### src/rtl/ysyx_23060124_wb_arbiter_pkg.sv
// Shared widths and writeback request type for the GPR writeback arbiter.
package ysyx_23060124_wb_arbiter_pkg;

  localparam int XLEN   = 32;
  localparam int NR_REG = 16;
  localparam int AW     = 4;

  // One writeback request as it travels from a requester into the output register.
  typedef struct packed {
    logic            wen;
    logic [AW-1:0]   rd;
    logic [XLEN-1:0] wdata;
  } wb_req_t;

  // Which requester won the most recent grant; the other one wins the next tie.
  typedef enum logic {
    SIDE_EXU = 1'b0,
    SIDE_LSU = 1'b1
  } side_e;

endpackage

### src/rtl/ysyx_23060124_wb_arbiter_if.sv
// Bundle of issue, hazard-check, EXU/LSU writeback and register-file signals.
// The slave modport is the arbiter; the master modport is everything around it.
interface ysyx_23060124_wb_arbiter_if #(
  parameter int XLEN = ysyx_23060124_wb_arbiter_pkg::XLEN,
  parameter int AW   = ysyx_23060124_wb_arbiter_pkg::AW
) ();

  logic            i_iss_valid;
  logic            i_iss_wen;
  logic [AW-1:0]   i_iss_rd;
  logic            o_iss_ready;
  logic [AW-1:0]   i_chk_rs1;
  logic [AW-1:0]   i_chk_rs2;
  logic            o_hazard;

  logic            i_exu_valid;
  logic            o_exu_ready;
  logic            i_exu_wen;
  logic [AW-1:0]   i_exu_rd;
  logic [XLEN-1:0] i_exu_wdata;

  logic            i_lsu_valid;
  logic            o_lsu_ready;
  logic [AW-1:0]   i_lsu_rd;
  logic [XLEN-1:0] i_lsu_wdata;

  logic            o_rf_wen;
  logic [AW-1:0]   o_rf_waddr;
  logic [XLEN-1:0] o_rf_wdata;
  logic            o_busy;

  modport master (
    output i_iss_valid, i_iss_wen, i_iss_rd, i_chk_rs1, i_chk_rs2,
    output i_exu_valid, i_exu_wen, i_exu_rd, i_exu_wdata,
    output i_lsu_valid, i_lsu_rd, i_lsu_wdata,
    input  o_iss_ready, o_hazard, o_exu_ready, o_lsu_ready,
    input  o_rf_wen, o_rf_waddr, o_rf_wdata, o_busy
  );

  modport slave (
    input  i_iss_valid, i_iss_wen, i_iss_rd, i_chk_rs1, i_chk_rs2,
    input  i_exu_valid, i_exu_wen, i_exu_rd, i_exu_wdata,
    input  i_lsu_valid, i_lsu_rd, i_lsu_wdata,
    output o_iss_ready, o_hazard, o_exu_ready, o_lsu_ready,
    output o_rf_wen, o_rf_waddr, o_rf_wdata, o_busy
  );

endinterface

### src/rtl/ysyx_23060124_sb_cnt.sv
// One scoreboard entry: 2-bit saturating count of in-flight writes to a register.
module ysyx_23060124_sb_cnt (
  input  logic       clk,
  input  logic       i_rst_n,
  input  logic       i_inc,
  input  logic       i_dec,
  output logic [1:0] o_cnt
);

  logic [1:0] cnt_q;
  logic [1:0] cnt_d;

  // A simultaneous issue and commit cancel out; otherwise step once, clamped to 0..3.
  always_comb begin
    cnt_d = cnt_q;
    if (i_inc && !i_dec && cnt_q != 2'd3) begin
      cnt_d = cnt_q + 2'd1;
    end else if (i_dec && !i_inc && cnt_q != 2'd0) begin
      cnt_d = cnt_q - 2'd1;
    end
  end

  // Count register, cleared by reset.
  always_ff @(posedge clk or negedge i_rst_n) begin
    if (!i_rst_n) begin
      cnt_q <= 2'd0;
    end else begin
      cnt_q <= cnt_d;
    end
  end

  assign o_cnt = cnt_q;

endmodule

### src/rtl/ysyx_23060124_wb_arbiter.sv
// Round-robin arbiter sharing the GPR write port between EXU and LSU, plus a
// per-register scoreboard that tells the IDU when a source operand is still in flight.
module ysyx_23060124_wb_arbiter #(
  parameter int XLEN   = ysyx_23060124_wb_arbiter_pkg::XLEN,
  parameter int NR_REG = ysyx_23060124_wb_arbiter_pkg::NR_REG,
  parameter int AW     = ysyx_23060124_wb_arbiter_pkg::AW
) (
  input logic                        clk,
  input logic                        i_rst_n,
  ysyx_23060124_wb_arbiter_if.slave  bus
);
  import ysyx_23060124_wb_arbiter_pkg::*;

  logic [1:0]        cnt [NR_REG];
  logic [NR_REG-1:1] incVec;
  logic [NR_REG-1:1] decVec;
  logic              issTracked;
  logic              issReady;
  logic              anyBusy;

  logic              grantExu;
  logic              grantLsu;
  wb_req_t           grantReq;
  side_e             lastSide_q;
  side_e             lastSide_d;

  logic              rfWen_q;
  logic              rfWen_d;
  logic [AW-1:0]     rfWaddr_q;
  logic [AW-1:0]     rfWaddr_d;
  logic [XLEN-1:0]   rfWdata_q;
  logic [XLEN-1:0]   rfWdata_d;

  // x0 is hardwired, so it never has a pending write.
  assign cnt[0] = 2'd0;

  for (genvar g = 1; g < NR_REG; g++) begin : gen_sb
    ysyx_23060124_sb_cnt u_cnt (
      .clk     (clk),
      .i_rst_n (i_rst_n),
      .i_inc   (incVec[g]),
      .i_dec   (decVec[g]),
      .o_cnt   (cnt[g])
    );
  end

  // Issue side: refuse an issue whose destination counter is already full, and
  // route issue increments and commit decrements to the matching counters.
  always_comb begin
    issTracked = bus.i_iss_wen && (bus.i_iss_rd != '0);
    issReady   = !(issTracked && cnt[bus.i_iss_rd] == 2'd3);
    incVec     = '0;
    decVec     = '0;
    for (int i = 1; i < NR_REG; i++) begin
      incVec[i] = bus.i_iss_valid && issReady && issTracked && (bus.i_iss_rd == AW'(i));
      decVec[i] = rfWen_q && (rfWaddr_q == AW'(i));
    end
  end

  // Operand hazard and overall busy status, straight from the counters.
  always_comb begin
    anyBusy = 1'b0;
    for (int i = 1; i < NR_REG; i++) begin
      anyBusy = anyBusy || (cnt[i] != 2'd0);
    end
  end

  assign bus.o_iss_ready = issReady;
  assign bus.o_busy      = anyBusy;
  assign bus.o_hazard    = ((bus.i_chk_rs1 != '0) && (cnt[bus.i_chk_rs1] != 2'd0)) ||
                           ((bus.i_chk_rs2 != '0) && (cnt[bus.i_chk_rs2] != 2'd0));

  // Round-robin grant: a lone requester always wins, a tie goes to the side that
  // did not win last; the winning request is selected for the output register.
  always_comb begin
    grantExu   = bus.i_exu_valid && (!bus.i_lsu_valid || lastSide_q == SIDE_LSU);
    grantLsu   = bus.i_lsu_valid && (!bus.i_exu_valid || lastSide_q == SIDE_EXU);
    lastSide_d = lastSide_q;
    grantReq   = '0;
    if (grantExu) begin
      lastSide_d = SIDE_EXU;
      grantReq   = '{wen: bus.i_exu_wen, rd: bus.i_exu_rd, wdata: bus.i_exu_wdata};
    end else if (grantLsu) begin
      lastSide_d = SIDE_LSU;
      grantReq   = '{wen: 1'b1, rd: bus.i_lsu_rd, wdata: bus.i_lsu_wdata};
    end
    rfWen_d   = (grantExu || grantLsu) && grantReq.wen && (grantReq.rd != '0);
    rfWaddr_d = (grantExu || grantLsu) ? grantReq.rd    : rfWaddr_q;
    rfWdata_d = (grantExu || grantLsu) ? grantReq.wdata : rfWdata_q;
  end

  assign bus.o_exu_ready = grantExu;
  assign bus.o_lsu_ready = grantLsu;

  // Output register feeding the register file, plus the round-robin pointer.
  always_ff @(posedge clk or negedge i_rst_n) begin
    if (!i_rst_n) begin
      rfWen_q    <= 1'b0;
      rfWaddr_q  <= '0;
      rfWdata_q  <= '0;
      lastSide_q <= SIDE_EXU;
    end else begin
      rfWen_q    <= rfWen_d;
      rfWaddr_q  <= rfWaddr_d;
      rfWdata_q  <= rfWdata_d;
      lastSide_q <= lastSide_d;
    end
  end

  assign bus.o_rf_wen   = rfWen_q;
  assign bus.o_rf_waddr = rfWaddr_q;
  assign bus.o_rf_wdata = rfWdata_q;

endmodule

### src/flat_wrapper.sv
// flat-port wrapper written by rule: the top's interface ports become plain ports
module ysyx_23060124_wb_arbiter_flat import ysyx_23060124_wb_arbiter_pkg::*;
#(
  parameter int XLEN   = ysyx_23060124_wb_arbiter_pkg::XLEN,
  parameter int NR_REG = ysyx_23060124_wb_arbiter_pkg::NR_REG,
  parameter int AW     = ysyx_23060124_wb_arbiter_pkg::AW
)
  (clk, i_rst_n, bus_i_iss_valid, bus_i_iss_wen, bus_i_iss_rd, bus_i_chk_rs1, bus_i_chk_rs2, bus_i_exu_valid, bus_i_exu_wen, bus_i_exu_rd, bus_i_exu_wdata, bus_i_lsu_valid, bus_i_lsu_rd, bus_i_lsu_wdata, bus_o_iss_ready, bus_o_hazard, bus_o_exu_ready, bus_o_lsu_ready, bus_o_rf_wen, bus_o_rf_waddr, bus_o_rf_wdata, bus_o_busy);
  ysyx_23060124_wb_arbiter_if #(.XLEN(XLEN), .AW(AW)) bus_i ();
  input logic clk;
  input logic i_rst_n;
  input wire logic [$bits(bus_i.i_iss_valid)-1:0] bus_i_iss_valid;
  input wire logic [$bits(bus_i.i_iss_wen)-1:0] bus_i_iss_wen;
  input wire logic [$bits(bus_i.i_iss_rd)-1:0] bus_i_iss_rd;
  input wire logic [$bits(bus_i.i_chk_rs1)-1:0] bus_i_chk_rs1;
  input wire logic [$bits(bus_i.i_chk_rs2)-1:0] bus_i_chk_rs2;
  input wire logic [$bits(bus_i.i_exu_valid)-1:0] bus_i_exu_valid;
  input wire logic [$bits(bus_i.i_exu_wen)-1:0] bus_i_exu_wen;
  input wire logic [$bits(bus_i.i_exu_rd)-1:0] bus_i_exu_rd;
  input wire logic [$bits(bus_i.i_exu_wdata)-1:0] bus_i_exu_wdata;
  input wire logic [$bits(bus_i.i_lsu_valid)-1:0] bus_i_lsu_valid;
  input wire logic [$bits(bus_i.i_lsu_rd)-1:0] bus_i_lsu_rd;
  input wire logic [$bits(bus_i.i_lsu_wdata)-1:0] bus_i_lsu_wdata;
  output wire logic [$bits(bus_i.o_iss_ready)-1:0] bus_o_iss_ready;
  output wire logic [$bits(bus_i.o_hazard)-1:0] bus_o_hazard;
  output wire logic [$bits(bus_i.o_exu_ready)-1:0] bus_o_exu_ready;
  output wire logic [$bits(bus_i.o_lsu_ready)-1:0] bus_o_lsu_ready;
  output wire logic [$bits(bus_i.o_rf_wen)-1:0] bus_o_rf_wen;
  output wire logic [$bits(bus_i.o_rf_waddr)-1:0] bus_o_rf_waddr;
  output wire logic [$bits(bus_i.o_rf_wdata)-1:0] bus_o_rf_wdata;
  output wire logic [$bits(bus_i.o_busy)-1:0] bus_o_busy;
  assign bus_i.i_iss_valid = bus_i_iss_valid;
  assign bus_i.i_iss_wen = bus_i_iss_wen;
  assign bus_i.i_iss_rd = bus_i_iss_rd;
  assign bus_i.i_chk_rs1 = bus_i_chk_rs1;
  assign bus_i.i_chk_rs2 = bus_i_chk_rs2;
  assign bus_i.i_exu_valid = bus_i_exu_valid;
  assign bus_i.i_exu_wen = bus_i_exu_wen;
  assign bus_i.i_exu_rd = bus_i_exu_rd;
  assign bus_i.i_exu_wdata = bus_i_exu_wdata;
  assign bus_i.i_lsu_valid = bus_i_lsu_valid;
  assign bus_i.i_lsu_rd = bus_i_lsu_rd;
  assign bus_i.i_lsu_wdata = bus_i_lsu_wdata;
  assign bus_o_iss_ready = bus_i.o_iss_ready;
  assign bus_o_hazard = bus_i.o_hazard;
  assign bus_o_exu_ready = bus_i.o_exu_ready;
  assign bus_o_lsu_ready = bus_i.o_lsu_ready;
  assign bus_o_rf_wen = bus_i.o_rf_wen;
  assign bus_o_rf_waddr = bus_i.o_rf_waddr;
  assign bus_o_rf_wdata = bus_i.o_rf_wdata;
  assign bus_o_busy = bus_i.o_busy;
  ysyx_23060124_wb_arbiter #(.XLEN(XLEN), .NR_REG(NR_REG), .AW(AW)) u_core (.clk(clk), .i_rst_n(i_rst_n), .bus(bus_i));
endmodule
### config.mk
export PLATFORM = sky130hd
export DESIGN_NAME = ysyx_23060124_wb_arbiter_flat
export DESIGN_NICKNAME = d
export VERILOG_FILES = /design/src/rtl/ysyx_23060124_wb_arbiter_pkg.sv /design/src/rtl/ysyx_23060124_wb_arbiter_if.sv /design/src/rtl/ysyx_23060124_sb_cnt.sv /design/src/rtl/ysyx_23060124_wb_arbiter.sv /design/src/flat_wrapper.sv
export SDC_FILE = /design/constraint.sdc
export NUM_CORES = 1
export LEC_CHECK = 0
export CORE_MARGIN = 2
export CORE_UTILIZATION = 43
export DETAILED_ROUTE_END_ITERATION = 8
export MAX_ROUTING_LAYER = met4
export PLACE_DENSITY = 0.88
export SYNTH_ARGS = -nofsm -noshare
export SYNTH_HDL_FRONTEND = slang
export SYNTH_SLANG_ARGS = --single-unit
### constraint.sdc
create_clock -name clk -period 2.4 [get_ports clk]
set_clock_uncertainty 0.1 [all_clocks]
set_input_delay 0.24 -clock clk [delete_from_list [all_inputs] [get_ports clk]]
set_output_delay 0.24 -clock clk [all_outputs]
set_load 0.1 [all_outputs]
**Yosys cells after proc, flatten, opt, wreduce, memory -nomap -nowiden**

Index checks and enable logic that the tools add are counted.
W data, S select, Z words.

- Flip-flop bits (word level): 68
- Bits of input ports: 91
- Output and inout bits: 42

- Add/subtract/negate cells: 30
- Order comparisons: 3
- Equal/unequal tests: 46
- Muxes and demuxes: 43
- Bitwise logic cells: 4
- Reduce and logical (&&, ||, !) cells: 188

Operators by type and width:

| cell | count |
|---|---|
| $logic_and A1 B1 Y1 | 100 |
| $mux W37 | 2 |
| $mux W2 | 36 |
| $reduce_bool A2 Y1 | 33 |
| $eq A4 B4 Y1 const B | 16 |
| $logic_not A1 Y1 | 33 |
| $eq A4 B3 Y1 const B | 8 |
| $add A2 B1 Y2 const B | 15 |
| $ne A2 B2 Y1 const B | 15 |
| $sub A2 B1 Y2 const B | 15 |
| $bmux W2 S4 | 3 |
| $logic_or A1 B1 Y1 | 18 |
| $eq A4 B2 Y1 const B | 4 |
| $reduce_bool A4 Y1 | 4 |
| $ge A5 B5 Y1 const B | 3 |
| $not A4 Y5 | 3 |
| $eq A4 B1 Y1 const B | 2 |
| $eq A2 B2 Y1 const B | 1 |
| $mux W1 | 2 |
| $not A1 Y1 | 1 |

**Logic depth before layout (Yosys ltp)**

Gate-level depths: netlist of run 1.

- Depth after elaboration: 15
- Depth in mapped cells: 10

**By module**

Synthesis of run 1 repeated with hierarchy kept, for this count alone.

- Cell total of the unflattened synthesis: 500
- Area total of the unflattened synthesis: 4317.9 µm²

Modules (own cells, without submodules):

| module | instances | cells each | area an instance (µm²) | sequential area each (µm²) |
|---|---|---|---|---|
| ysyx_23060124_wb_arbiter | 1 | 320 | 2572.5 | 950.9 |
| ysyx_23060124_sb_cnt | 15 | 12 | 116.4 | 50.0 |

**Worst setup path before layout of run 1**

OpenSTA, ideal clock, no wires.

- Path kind: register to output
- Start: reg u_core.gen_sb[7].u_cnt.cnt_q[0]
- End: out bus_o_hazard
- Arrival time: 2.665 ns
- Data required time: 2.060 ns
- Setup slack: -0.605 ns
- Stages on the path, launching flop included: 7
- Path buffers: 1
- Cells stage by stage: dfrtp_1 clkbuf_1 nor2_1 mux4_2 nand2_1 o21ai_0 o211ai_1

- Cells in the longest elaborated chain, start to end: 6
- Elaborated cells between the ends (all ways): 11
- Those cells by class: mux: 6; reduce/logical: 5

Ends and longest elaborated chain:

| element | line | RTL |
|---|---|---|
| start, declared | ysyx_23060124_sb_cnt.sv:10 | `logic [1:0] cnt_q;` |
| start signal, assigned | ysyx_23060124_sb_cnt.sv:28 | `cnt_q <= cnt_d;` |
| $bmux W2 S4, on equally long branches | ysyx_23060124_wb_arbiter.sv:70, ysyx_23060124_wb_arbiter.sv:71 |  |
| $mux W2, on equally long branches (2 in a row) | ysyx_23060124_wb_arbiter.sv:70, ysyx_23060124_wb_arbiter.sv:71 |  |
| $reduce_bool A2 Y1, on equally long branches | ysyx_23060124_wb_arbiter.sv:70, ysyx_23060124_wb_arbiter.sv:71 |  |
| $logic_and A1 B1 Y1, on equally long branches | ysyx_23060124_wb_arbiter.sv:70, ysyx_23060124_wb_arbiter.sv:71 |  |
| $logic_or A1 B1 Y1 (*) | ysyx_23060124_wb_arbiter.sv:70 | `assign bus.o_hazard = ((bus.i_chk_rs1 != '0) && (cnt[bus.i_chk_rs1] != 2'd0)) \|\|` |
| end, declared | flat_wrapper.sv:25 | `output wire logic [$bits(bus_i.o_hazard)-1:0] bus_o_hazard;` |

Mark *: on every way between the ends. The rest lies on a longest branch, timed or not. The select of a mux whose other input is x is not followed.

**Worst setup path in the final report of run 1**

- Start: reg u_core.gen_sb[5].u_cnt.cnt_q[0]
- End: out bus_o_iss_ready

- Cells in the longest elaborated chain, start to end: 6

Ends and longest elaborated chain:

| element | line | RTL |
|---|---|---|
| start, declared | ysyx_23060124_sb_cnt.sv:10 |  |
| start signal, assigned | ysyx_23060124_sb_cnt.sv:28 |  |
| $bmux W2 S4 | ysyx_23060124_wb_arbiter.sv:51 | `issReady = !(issTracked && cnt[bus.i_iss_rd] == 2'd3);` |
| $mux W2 (implied by the code) (2 in a row) | ysyx_23060124_wb_arbiter.sv:51 |  |
| $eq A2 B2 Y1 | ysyx_23060124_wb_arbiter.sv:51 |  |
| $logic_and A1 B1 Y1 | ysyx_23060124_wb_arbiter.sv:51 |  |
| $logic_not A1 Y1 | ysyx_23060124_wb_arbiter.sv:51 |  |
| end, declared | flat_wrapper.sv:24 | `output wire logic [$bits(bus_i.o_iss_ready)-1:0] bus_o_iss_ready;` |

No other way between the ends. The select of a mux whose other input is x is not followed.

==> flow_metrics.env, run 1 <==
export IMPL_ios=133
export IMPL_cap_viol_max_count=0
export IMPL_synthTopCellsByArea="dfrtp_1 40%, nor2_1 8.6%, o22ai_1 5.2%"
export IMPL_path_max_fanout=6
export IMPL_min_path_type="primary input to register"
export IMPL_coreArea_sq_mm=0.00964
export IMPL_die_area_sq_mm=0.0106
export IMPL_worst_setup_path_type="register to output pin"
export IMPL_track_usage_pct=28.3
export IMPL_avgSynthCellArea_sq_um=8.53
export IMPL_stdcell_count=807
export IMPL_synth_seq_cells=68
export IMPL_grt_pass1_vias=4650
export IMPL_hp_start="bus_i_lsu_wdata[12]"
export IMPL_worst_pin_slew_ps=915
export IMPL_die_width_um=103
export IMPL_insertedDiodeCount=0
export IMPL_hold_depth=3
export IMPL_cts_max_level=3
export IMPL_r2r_slack_ps=-10
export IMPL_ctsRootBufferMaster="clkbuf_8"
export IMPL_wirelength_um=14000
export IMPL_stdcell_area_sq_mm=0.00638
export IMPL_start_kind="register"
export IMPL_slew_headroom_pct=39.0
export IMPL_dp_hpwl_um=10700
export IMPL_synth_edf_count=0
export IMPL_antenna_found_initial=0
export IMPL_violations="setup timing"
export IMPL_period_needed_ps=2430
export IMPL_path_clk_slew_ps=80
export IMPL_layout_drive_gt1_share_pct=25.4
export IMPL_hold_viol_final=0
export IMPL_critPathArrivalTime_ps=2090
export IMPL_first_pass_iters=4
export IMPL_cts_sinks=68
export IMPL_drc_errors=0
export IMPL_r2r_start="u_core.gen_sb[14].u_cnt.o_cnt[1]"
export IMPL_port_buffers=132
export IMPL_yosys_area_top_type_share_pct=40.5
export IMPL_grt_overflow=0
export IMPL_ff2ff_path_depth=7
export IMPL_via_per_inst=5.69
export IMPL_post_dp_cell_area_sq_mm=0.00592
export IMPL_clk_latency_ps=360
export IMPL_synth_ff_type="dfrtp_1"
export IMPL_synthDistinctLibCells=56
export IMPL_antenna_left=0
export IMPL_nets=760
export IMPL_power_per_cell_area_mw_per_mm2=800
export IMPL_post_route_period_util_pct=101
export IMPL_endpoint_kind="output pin"
export IMPL_syn_area_sq_mm=0.00421
export IMPL_holdWs_ps=359
export IMPL_ys_warnings_count=0
export IMPL_place_ws_ps=-612
export IMPL_min_to="u_core.bus.o_rf_wdata[12]"
export IMPL_syn_inst=493
export IMPL_cts_made_buffers=9
export IMPL_rsz0062_at_grt="true"
export IMPL_setup_ws_ps=-27.7
export IMPL_maxSlewViolCount=0
export IMPL_cp_required_ps=2060
export IMPL_grt_max_degree=39
export IMPL_syn2layout_area_growth_pct=51.6
export IMPL_die_y_um=103
export IMPL_cts_buffer_depth=2
export IMPL_fill_cells=787
export IMPL_first_iter_violations=224
export IMPL_timing_rr_end="u_core.gen_sb[14].u_cnt.o_cnt[0]"
export IMPL_dp_cells=778
export IMPL_setup_viol=2
export IMPL_cts_tree="yes"
export IMPL_rows=36
export IMPL_vias=4593
export IMPL_syn_num_nets=584
export IMPL_place_congestion=1.03
export IMPL_cellLeakagePower_nw=2.70
export IMPL_vdd_drop_max_v=0.000541
export IMPL_grt_pass1_wl_um=22500
export IMPL_status="finished with violations"
export IMPL_start_util_pct=43.6
export IMPL_wl_per_cell_um=17.4
export IMPL_yosysTopAreaCell="dfrtp_1"
export IMPL_fmax_ghz=0.412
export IMPL_ys_seq_area_share_pct=40.5
export IMPL_async_flop_share_pct=100
-- through the flow --
step           power (mW)  utilization, %  TNS, ps
2_1_floorplan        3.10               -     -474
3_3_place_gp         3.79            61.4   -11800
3_5_place_dp         3.88            61.4   -13720
4_1_cts              5.04            65.0    -78.8
5_1_grt              5.35            66.2     -287
6_report             5.10            66.2    -34.6
-- cells in the mapped netlist (2+ instances only) --
| master | n |
|---|---|
| nor2_1 | 96 |
| dfrtp_1 | 68 |
| a21oi_1 | 41 |
| o22ai_1 | 35 |
| nand2_1 | 29 |
| clkbuf_1 | 21 |
| mux2i_1 | 19 |
| o21ai_0 | 18 |
| nand3_1 | 15 |
| inv_1 | 14 |
| a211oi_1 | 10 |
| nor3_1 | 10 |
| nor3b_1 | 10 |
| xnor2_1 | 10 |
| a31oi_1 | 9 |
| and2_1 | 9 |
| mux4_2 | 6 |
| nand4_1 | 6 |
| nor2b_1 | 5 |
| nor4_1 | 5 |
| a22oi_1 | 4 |
| buf_2 | 3 |
| nand3b_1 | 3 |
| o22a_1 | 3 |
| or3b_1 | 3 |
| a21boi_0 | 2 |
| and3_1 | 2 |
| buf_1 | 2 |
| buf_6 | 2 |
| nand2b_1 | 2 |
| o21a_1 | 2 |
| o21bai_1 | 2 |
| or2_2 | 2 |
| or3_1 | 2 |
| or4_1 | 2 |
-- cells in the final DEF (no fill, tap or decap), types with 9 or more instances in the layout --
| cell type | instances |
|---|---|
| dfrtp_1 | 61 |
| mux2i_1 | 16 |
| inv_1 | 14 |
| xnor2_1 | 10 |
| clkbuf_8 | 12 |
| nor2_1 | 89 |
| nand3_1 | 15 |
| nor3b_1 | 9 |
| a21oi_1 | 40 |
| o21ai_0 | 17 |
| clkdlybuf4s50_1 | 85 |
| a31oi_1 | 9 |
| o22ai_1 | 35 |
| buf_4 | 92 |
| nand2_1 | 29 |
-- worst max-delay path by stage --
stage,startpoint,to,slack [ps],depth (start not counted)
after floorplan,u_core.gen_sb[7].u_cnt.o_cnt[0],bus_o_hazard,-470,6
after global placement,bus_i_iss_rd[1],u_core.gen_sb[8].u_cnt.o_cnt[0],-520,10
after detailed placement,bus_i_iss_rd[1],u_core.gen_sb[8].u_cnt.o_cnt[0],-610,8
after CTS,u_core.gen_sb[5].u_cnt.o_cnt[0],bus_o_iss_ready,-50,7
after global routing,u_core.gen_sb[14].u_cnt.o_cnt[1],u_core.gen_sb[14].u_cnt.o_cnt[0],-80,7
final,u_core.gen_sb[5].u_cnt.o_cnt[0],bus_o_iss_ready,-30,7
-- critical path: stages, from the launching register on --
cell and delay [ps]:
dfrtp_2 420, mux2i_1 90, mux4_2 450, and2_4 160, a21oi_4 140, buf_6 150
nand3b_1 130, buf_12 200
-- per-layer routing --
metal	vias to the layer above	share of wire, %	GRT usage (%)
met4	0	2.6	9.92
met1	2230	41	33.6
met2	187	50	47.4
met3	31	7.0	6.51
met5	-	0	-
li1	2145	-	-
-- registers in the layout, indices dropped and copies added (netlist names) --
register / cells
u_core.lastSide_q: 1
u_core.bus.o_rf_wdata: 32
u_core.bus.o_rf_wen: 1
u_core.bus.o_rf_waddr: 4
u_core.gen_sb.u_cnt.o_cnt: 30
-- cell families (layout without fill, tap and decap cells) --
| family | Yosys count | in the layout | synth area share (%) |
|---|---|---|---|
| xor gates and xnor gates | 10 | 10 | 2.08 |
| muxes | 26 | 26 | 8.09 |
| AOI/OAI and AO/OA | 135 | 135 | 19.8 |
| buffers and inverters | 42 | 223 | 4.19 |
| DFF | 68 | 68 | 40.5 |
| and+or+nand+nor | 212 | 212 | 25.4 |
-- area by class of cell --
| class | instances | area (sq um) | area share (%) |
|---|---|---|---|
| Clock buffer | 12 | 165 | 2.59 |
| Clock inverter | 4 | 55.1 | 0.863 |
| Multi-Input combinational cell | 383 | 2470 | 38.7 |
| Timing Repair Buffer | 193 | 1760 | 27.6 |
| Sequential cell | 68 | 1710 | 26.8 |
| Tap cell | 133 | 166 | 2.61 |
| Inverter | 14 | 52.6 | 0.824 |
-- report_power, final --
group / total, mW / internal, mW / switching (mW) / leakage (nW)
Clock: 1.04 / 0.571 / 0.472 / 0.109
Sequential: 1.60 / 1.37 / 0.229 / 0.802
Combinational: 2.46 / 0.960 / 1.50 / 1.79
Total: 5.10 / 2.90 / 2.20 / 2.70
-- repair_timing --
item                       4_1_cts  5_1_grt
resized for setup               20       21
setup buffers                    7        5
hold buffers                     1        0
setup endpoints to repair       26       20
pin swaps                        3        5
hold endpoints to repair        36        0
Power figures use the tool's default switching activity.
==> run 2, diff against run 1 <==
--- a/config.mk
+++ b/config.mk
@@ -5,7 +5,6 @@
 export SDC_FILE = /design/constraint.sdc
 export NUM_CORES = 1
 export LEC_CHECK = 0
-export CORE_MARGIN = 2
 export CORE_UTILIZATION = 43
 export DETAILED_ROUTE_END_ITERATION = 8
 export MAX_ROUTING_LAYER = met4
==> flow_metrics.env, run 2 <==
export IMPL_cts_made_buffers=9
export IMPL_syn_area_sq_mm=0.00421
export IMPL_antenna_found_initial=0
export IMPL_cts_sinks=68
export IMPL_die_width_um=101
export IMPL_cts_buffer_depth=2
export IMPL_status="aborted with a tool error"
export IMPL_synth_edf_count=0
export IMPL_synthDistinctLibCells=56
export IMPL_grt_overflow=0
export IMPL_yosysMostFrequentCell="nor2_1"
export IMPL_synth_seq_cells=68
export IMPL_crit_endpoint="bus_o_iss_ready"
export IMPL_synthTopCellsByArea="dfrtp_1 40%, nor2_1 8.6%, o22ai_1 5.2%"
export IMPL_cts_max_level=3
export IMPL_ys_seq_area_share_pct=40.5
export IMPL_ys_warnings_count=0
export IMPL_dp_hpwl_um=10200
export IMPL_syn_num_nets=584
export IMPL_error="[ERROR DRT-0255] Maze Route cannot find path of net clk in worker of routeBox ( 48300 0 ) ( 100905 48300 )."
export IMPL_lastStage="detailed routing (5_2_route)"
export IMPL_syn_inst=493
export IMPL_post_dp_cell_area_sq_mm=0.00601
export IMPL_start_util_pct=44.9
export IMPL_yosys_area_top_type_share_pct=40.5
export IMPL_ctsRootBufferMaster="clkbuf_8"
export IMPL_die_y_um=101
export IMPL_netlist_top_cells_count="96 x nor2_1, 68 x dfrtp_1, 41 x a21oi_1, 35 x o22ai_1, 29 x nand2_1"
export IMPL_rows=35
export IMPL_grt_max_degree=57
export IMPL_track_usage_pct=28.5
export IMPL_avgSynthCellArea_sq_um=8.53
export IMPL_place_congestion=0.908
export IMPL_grt_pass1_vias=4518
export IMPL_async_flop_share_pct=100
export IMPL_synth_ff_type="dfrtp_1"
export IMPL_ios=133
export IMPL_yosysTopAreaCell="dfrtp_1"
export IMPL_port_buffers=132
export IMPL_worst_endpoint_kind="output port"
export IMPL_grt_pass1_wl_um=21800
==> run 2: timing repair <==
item	CTS	global route
buffers inserted	10	10
hold buffers	1	0
gates resized for setup	21	31
hold endpoints to repair	12	0
pin swaps	3	11
endpoints found under the setup margin	22	28
==> run 2: routing by layer <==
| metal | global-route usage, % |
|---|---|
| met1 | 35.9 |
| met2 | 47.2 |
| met5 | - |
| met4 | 8.36 |
| met3 | 4.79 |
==> run 2: through the flow <==
| step | hold slack, ps | setup slack [ps] | cells |
|---|---|---|---|
| after global routing | 243 | -122 | 821 |
| after CTS | 220 | -137 | 811 |
| after detailed placement | 69.3 | -585 | 784 |
| after floorplan | -156 | -473 | 493 |
| after global placement | 65.5 | -516 | 784 |
==> run 2: cells by family after synthesis <==
kind of cell	synth area share [%]
and+or+nand+nor	25.4
AOI/OAI and AO/OA	19.8
DFF	40.5
buffers and inverters	4.19
muxes	8.09
xor gates and xnor gates	2.08
==> run 3, diff against run 2 <==
--- a/config.mk
+++ b/config.mk
@@ -5,10 +5,9 @@
 export SDC_FILE = /design/constraint.sdc
 export NUM_CORES = 1
 export LEC_CHECK = 0
-export CORE_UTILIZATION = 43
+export CORE_UTILIZATION = 30
 export DETAILED_ROUTE_END_ITERATION = 8
-export MAX_ROUTING_LAYER = met4
-export PLACE_DENSITY = 0.88
+export PLACE_DENSITY_LB_ADDON = 0.15
 export SYNTH_ARGS = -nofsm -noshare
 export SYNTH_HDL_FRONTEND = slang
 export SYNTH_SLANG_ARGS = --single-unit
==> constraint.sdc (replaced) <==
create_clock -name clk -period 3.1 [get_ports clk]
set_clock_uncertainty 0.1 [all_clocks]
set_input_delay 0.31 -clock clk [delete_from_list [all_inputs] [get_ports clk]]
set_output_delay 0.31 -clock clk [all_outputs]
set_load 0.1 [all_outputs]
==> flow_metrics.env, run 3 (same netlist as run 1, synthesis figures left out) <==
export IMPL_busiest_layer="met2"
export IMPL_stdcell_count=807
export IMPL_first_pass_iters=4
export IMPL_p_clk_share_pct=26.3
export IMPL_worst_setup_path_type="primary input to output pin"
export IMPL_mostFrequentLayoutCells="96 x nor2_1, 89 x clkdlybuf4s50_1, 68 x dfrtp_1"
export IMPL_endpoint_kind="output pin"
export IMPL_path_max_fanout=9
export IMPL_cellLeakagePower_nw=2.50
export IMPL_cts_sinks=68
export IMPL_antenna_found_initial=0
export IMPL_critPathArrivalTime_ps=2530
export IMPL_cts_buffer_depth=2
export IMPL_p_int_mw=2.25
export IMPL_vdd_drop_max_v=0.000292
export IMPL_swShare_pct=42.7
export IMPL_worstPathCellList="clkdlybuf4s50_1 -> buf_4 -> mux4_2 -> and2_1 -> a21oi_4 -> nand3b_1 -> buf_12"
export IMPL_largest_reg_flops=32
export IMPL_vias=4262
export IMPL_place_congestion=0.860
export IMPL_track_usage_pct=20.1
export IMPL_cts_tree="yes"
export IMPL_final_common_cell="nor2_1"
export IMPL_post_route_period_util_pct=94.7
export IMPL_grt_max_degree=40
export IMPL_syn2layout_area_growth_pct=43.4
export IMPL_wl_per_cell_um=17.1
export IMPL_hold_viol_final=0
export IMPL_min_path_type="register to register"
export IMPL_via_per_inst=5.28
export IMPL_grt_pass1_vias=4414
export IMPL_start_kind="primary input"
export IMPL_layout_drive_gt1_share_pct=15.2
export IMPL_worst_path_max_delay_cell="clkdlybuf4s50_1"
export IMPL_cts_max_level=3
export IMPL_power_per_cell_area_mw_per_mm2=650
export IMPL_die_width_um=120
export IMPL_tns_ps=0
export IMPL_die_y_um=120
export IMPL_dp_hpwl_um=10500
export IMPL_cp_required_ps=2690
export IMPL_coreArea_sq_mm=0.0135
export IMPL_ios=133
export IMPL_grt_pass1_wl_um=22800
export IMPL_slew_headroom_pct=51.2
export IMPL_insertedDiodeCount=0
export IMPL_rsz0062_at_grt="false"
export IMPL_port_buffers=132
export IMPL_nets=717
export IMPL_start_util_pct=31.3
export IMPL_maxSlewViolCount=0
export IMPL_antenna_left=0
export IMPL_fill_cells=1358
export IMPL_period_needed_ps=2940
export IMPL_met1_usage_pct=24.9
export IMPL_path_clk_slew_ps=60
export IMPL_setup_viol=0
export IMPL_met2_usage_pct=33.4
export IMPL_first_iter_violations=181
export IMPL_cap_viol_max_count=0
export IMPL_status="completed"
export IMPL_drc_errors=0
export IMPL_rows=42
export IMPL_die_area_sq_mm=0.0145
export IMPL_worst_pin_slew_ps=732
export IMPL_wirelength_um=13800
export IMPL_dp_cells=790
export IMPL_cts_made_buffers=9
export IMPL_ctsResizeCount=0
export IMPL_grt_overflow=0
export IMPL_clk_latency_ps=340
export IMPL_combPwrFrac_pct=39.8
export IMPL_seqPwrFrac_pct=33.9
export IMPL_p_sw_mw=1.67
export IMPL_max_stage_delay_ps=700
export IMPL_grtUsageMet3_pct=6.37
export IMPL_ctsRootBufferMaster="clkbuf_16"
export IMPL_fmax_ghz=0.341
-- run 3: worst max-delay path, delay by kind of cell --
kind                   cells  cell delay [ps]
buffers and inverters      3             1120
multiplexers               1              490
AND/OR/NAND/NOR            2              370
AO/OA/AOI/OAI              1              230
-- run 3: repair_timing --
item / 4_1_cts / 5_1_grt
setup buffers: 0 / 0
hold buffers: 1 / 0
endpoints found under the hold margin: 29 / 0
-- run 3: metrics by stage --
| step | hold WS, ps | instance area (sq um) | util, % | worst slack (ps) | power (mW) |
|---|---|---|---|---|---|
| after floorplan | -85.6 | 4210 | - | 24.9 | 2.35 |
| after global placement | 309 | 5720 | 42.5 | 62.5 | 2.86 |
| after detailed placement | 319 | 5720 | 42.5 | -0.448 | 2.90 |
| after CTS | 429 | 6030 | 44.8 | 166 | 3.95 |
| after global routing | 440 | 6030 | 44.8 | 59.0 | 4.14 |
| final | 426 | 6030 | 44.8 | 164 | 3.92 |
-- run 3: metal layers --
layer  part of all wire, %  routed length, um  up-vias
met5                     0                  0        -
met4                   1.5                209        0
met3                   7.7               1060       16
met2                    47               6480      134
met1                    44               6050     2052
li1                      -                  -     2060
-- run 3: worst paths after layout --
path                                                 start                               end  slack (ps)  depth (start not counted)
min in group asynchronous                          i_rst_n  u_core.gen_sb[14].u_cnt.o_cnt[0]         460                          2
max reg2reg                u_core.gen_sb[3].u_cnt.o_cnt[0]   u_core.gen_sb[8].u_cnt.o_cnt[0]         540                          7
min reg2reg                       u_core.bus.o_rf_wdata[2]          u_core.bus.o_rf_wdata[2]         430                          2
max in group asynchronous                          i_rst_n   u_core.gen_sb[2].u_cnt.o_cnt[0]        1760                          3
max                                        bus_i_iss_rd[3]                   bus_o_iss_ready         160                          7
min                               u_core.bus.o_rf_wdata[2]          u_core.bus.o_rf_wdata[2]         430                          2
-- run 3: final cells by class --
type	instances	area, sq um	area share (%)
repair buffers	150	1420	23.6
flip-flops and latches	68	1700	28.2
well taps	176	220	3.65
clock buffers	9	225	3.73
inverters	14	52.6	0.871
multi-input cells	383	2330	38.7
clock inverters	7	76.3	1.27
-- run 3: power by group through the flow --
stage | clock (mW) | combinational, mW | sequential (mW)
after global placement | 0 | 1.54 | 1.33
after detailed placement | 0 | 1.57 | 1.33
final | 1.03 | 1.56 | 1.33
after floorplan | 0 | 0.714 | 1.64
after global routing | 1.11 | 1.68 | 1.36
after CTS | 1.06 | 1.57 | 1.32
==> run 4, diff against run 3 <==
==> constraint.sdc (replaced) <==
create_clock -name clk -period 3.1 [get_ports clk]
set_clock_uncertainty 0.1 [all_clocks]
set_input_delay 0.31 -clock clk [delete_from_list [all_inputs] [get_ports clk]]
set_output_delay 0.31 -clock clk [all_outputs]
set_load 0.01 [all_outputs]
==> flow_metrics.env, run 4 (same netlist as run 1, synthesis figures left out) <==
export IMPL_grt_overflow=0
export IMPL_cellLeakagePower_nw=2.48
export IMPL_wl_per_cell_um=16.7
export IMPL_status="completed"
export IMPL_dr_wl_met2_um=6290
export IMPL_antenna_found_initial=0
export IMPL_ff_latch_area_sq_mm=0.00170
export IMPL_cts_tree="yes"
export IMPL_port_buffers=132
export IMPL_coreArea_sq_mm=0.0135
export IMPL_largest_reg_flops=32
export IMPL_fill_cells=1372
export IMPL_wirelength_um=13600
export IMPL_vias=4235
export IMPL_grt_pass1_vias=4284
export IMPL_rsz0062_at_grt="false"
export IMPL_worst_path_max_delay_cell="clkdlybuf4s50_1"
export IMPL_dp_hpwl_um=10200
export IMPL_slew_headroom_pct=63.0
export IMPL_cap_viol_max_count=0
export IMPL_antenna_left=0
export IMPL_track_usage_pct=19.3
export IMPL_start_kind="primary input"
export IMPL_cts_sinks=68
export IMPL_nets=722
export IMPL_path_max_fanout=8
export IMPL_power_mw=3.37
export IMPL_vdd_drop_max_v=0.000269
export IMPL_mostFrequentLayoutCells="129 x clkdlybuf4s50_1, 96 x nor2_1, 68 x dfrtp_1"
export IMPL_drc_errors=0
export IMPL_endpoint_kind="output pin"
export IMPL_ios=133
export IMPL_worstPathCellList="clkdlybuf4s50_1 -> or3b_2 -> o32ai_1 -> nor3_4 -> a21oi_4 -> nand3b_1 -> clkdlybuf4s50_1"
export IMPL_crit_top_cell="clkdlybuf4s50_1"
export IMPL_cts_max_level=3
export IMPL_post_route_period_util_pct=93.7
export IMPL_fmax_ghz=0.344
export IMPL_die_area_sq_mm=0.0145
export IMPL_setup_viol=0
export IMPL_top_layer="met4"
export IMPL_die_y_um=120
export IMPL_path_clk_slew_ps=50
export IMPL_first_iter_violations=191
export IMPL_period_needed_ps=2900
export IMPL_hold_viol_final=0
export IMPL_met1_length_um=5870
export IMPL_cp_required_ps=2690
export IMPL_path_delay_family="buffers and inverters"
export IMPL_max_stage_delay_ps=630
export IMPL_syn2layout_area_growth_pct=44.6
export IMPL_insertedDiodeCount=0
export IMPL_grt_max_degree=37
export IMPL_start_util_pct=31.3
export IMPL_worst_setup_path_type="primary input to output pin"
export IMPL_via_per_inst=5.22
export IMPL_post_dp_cell_area_sq_mm=0.00579
export IMPL_worst_pin_slew_ps=554
export IMPL_cts_buffer_depth=2
export IMPL_die_width_um=120
export IMPL_power_per_cell_area_mw_per_mm2=554
export IMPL_wl_met3_um=1220
export IMPL_cts_made_buffers=9
export IMPL_ctsRootBufferMaster="clkbuf_16"
export IMPL_multi_input_area_sq_mm=0.00233
export IMPL_min_path_type="primary input to asynchronous set/reset pin"
export IMPL_maxSlewViolCount=0
export IMPL_critical_path_buf_inv_count=2
export IMPL_first_pass_iters=5
export IMPL_clk_latency_ps=340
export IMPL_final_common_cell="clkdlybuf4s50_1"
export IMPL_grt_pass1_wl_um=21600
export IMPL_critPathArrivalTime_ps=2490
export IMPL_place_congestion=0.834
export IMPL_layout_drive_gt1_share_pct=8.98
export IMPL_holdWs_ps=393
export IMPL_stdcell_area_sq_mm=0.00608
export IMPL_rows=42
-- run 4: cell types whose count changed in the layout (fill, tap and decap cells not counted), sizes merged --
cell,delta
dlygate4sd2,+1
dlymetal6s2s,+1
clkbuf,+1
clkdlybuf4s50,+40
buf,-37
inv,-1
clkinv,+1
clkinvlp,-2
-- run 4: layout make-up --
cell class	instances	area share (%)
inverters	14	0.864
well taps	176	3.62
multi-input cells	383	38.3
flip-flops and latches	68	28.0
clock buffers	10	3.76
clock inverters	5	0.885
repair buffers	155	24.5
-- run 4: metrics by stage --
stage,util (%),std cells,setup WS (ps),setup TNS (ps)
5_1_grt,45.2,811,66.6,0
3_5_place_dp,43.0,795,-39.4,-95.3
3_3_place_gp,43.0,795,-29.1,-43.6
2_1_floorplan,-,493,773,0
4_1_cts,45.2,811,127,0
6_report,45.2,811,196,0
-- run 4: worst reg2reg max path: cells and delay by family (launching register included) --
family | cells | cell delay, ps
mux | 1 | 500
buf+inv | 1 | 220
simple gates | 1 | 60
compound gates | 4 | 1040
flops | 1 | 490
-- run 4: repair_timing --
action                                  4_1_cts  5_1_grt
endpoints found under the setup margin        1        1
hold buffers                                  1        0
setup buffers                                 0        0
resized for setup                             1        1
hold endpoints to repair                     21        0
-- run 4: worst paths after layout --
kind | from | to | slack, ps | depth (start not counted)
setup / recovery | bus_i_iss_rd[2] | bus_o_iss_ready | 200 | 7
hold / removal | i_rst_n | u_core.gen_sb[14].u_cnt.o_cnt[1] | 390 | 2
setup reg to reg | u_core.gen_sb[9].u_cnt.o_cnt[0] | u_core.gen_sb[2].u_cnt.o_cnt[0] | 570 | 7
hold reg to reg | u_core.bus.o_rf_wdata[31] | u_core.bus.o_rf_wdata[31] | 410 | 2
max in group asynchronous | i_rst_n | u_core.bus.o_rf_wdata[8] | 1760 | 3
min in group clk | u_core.bus.o_rf_wdata[31] | u_core.bus.o_rf_wdata[31] | 410 | 2
-- run 4: power breakdown --
group	switching (mW)	internal [mW]
clock	0.379	0.615
sequential	0.270	1.06
combinational	0.482	0.565
-- run 4: layer usage --
metal  track usage, %  vias to the layer above
met4             6.17                        0
li1                 -                     2068
met1             23.8                     2003
met5                0                        -
met2             31.3                      149
met3             7.22                       15
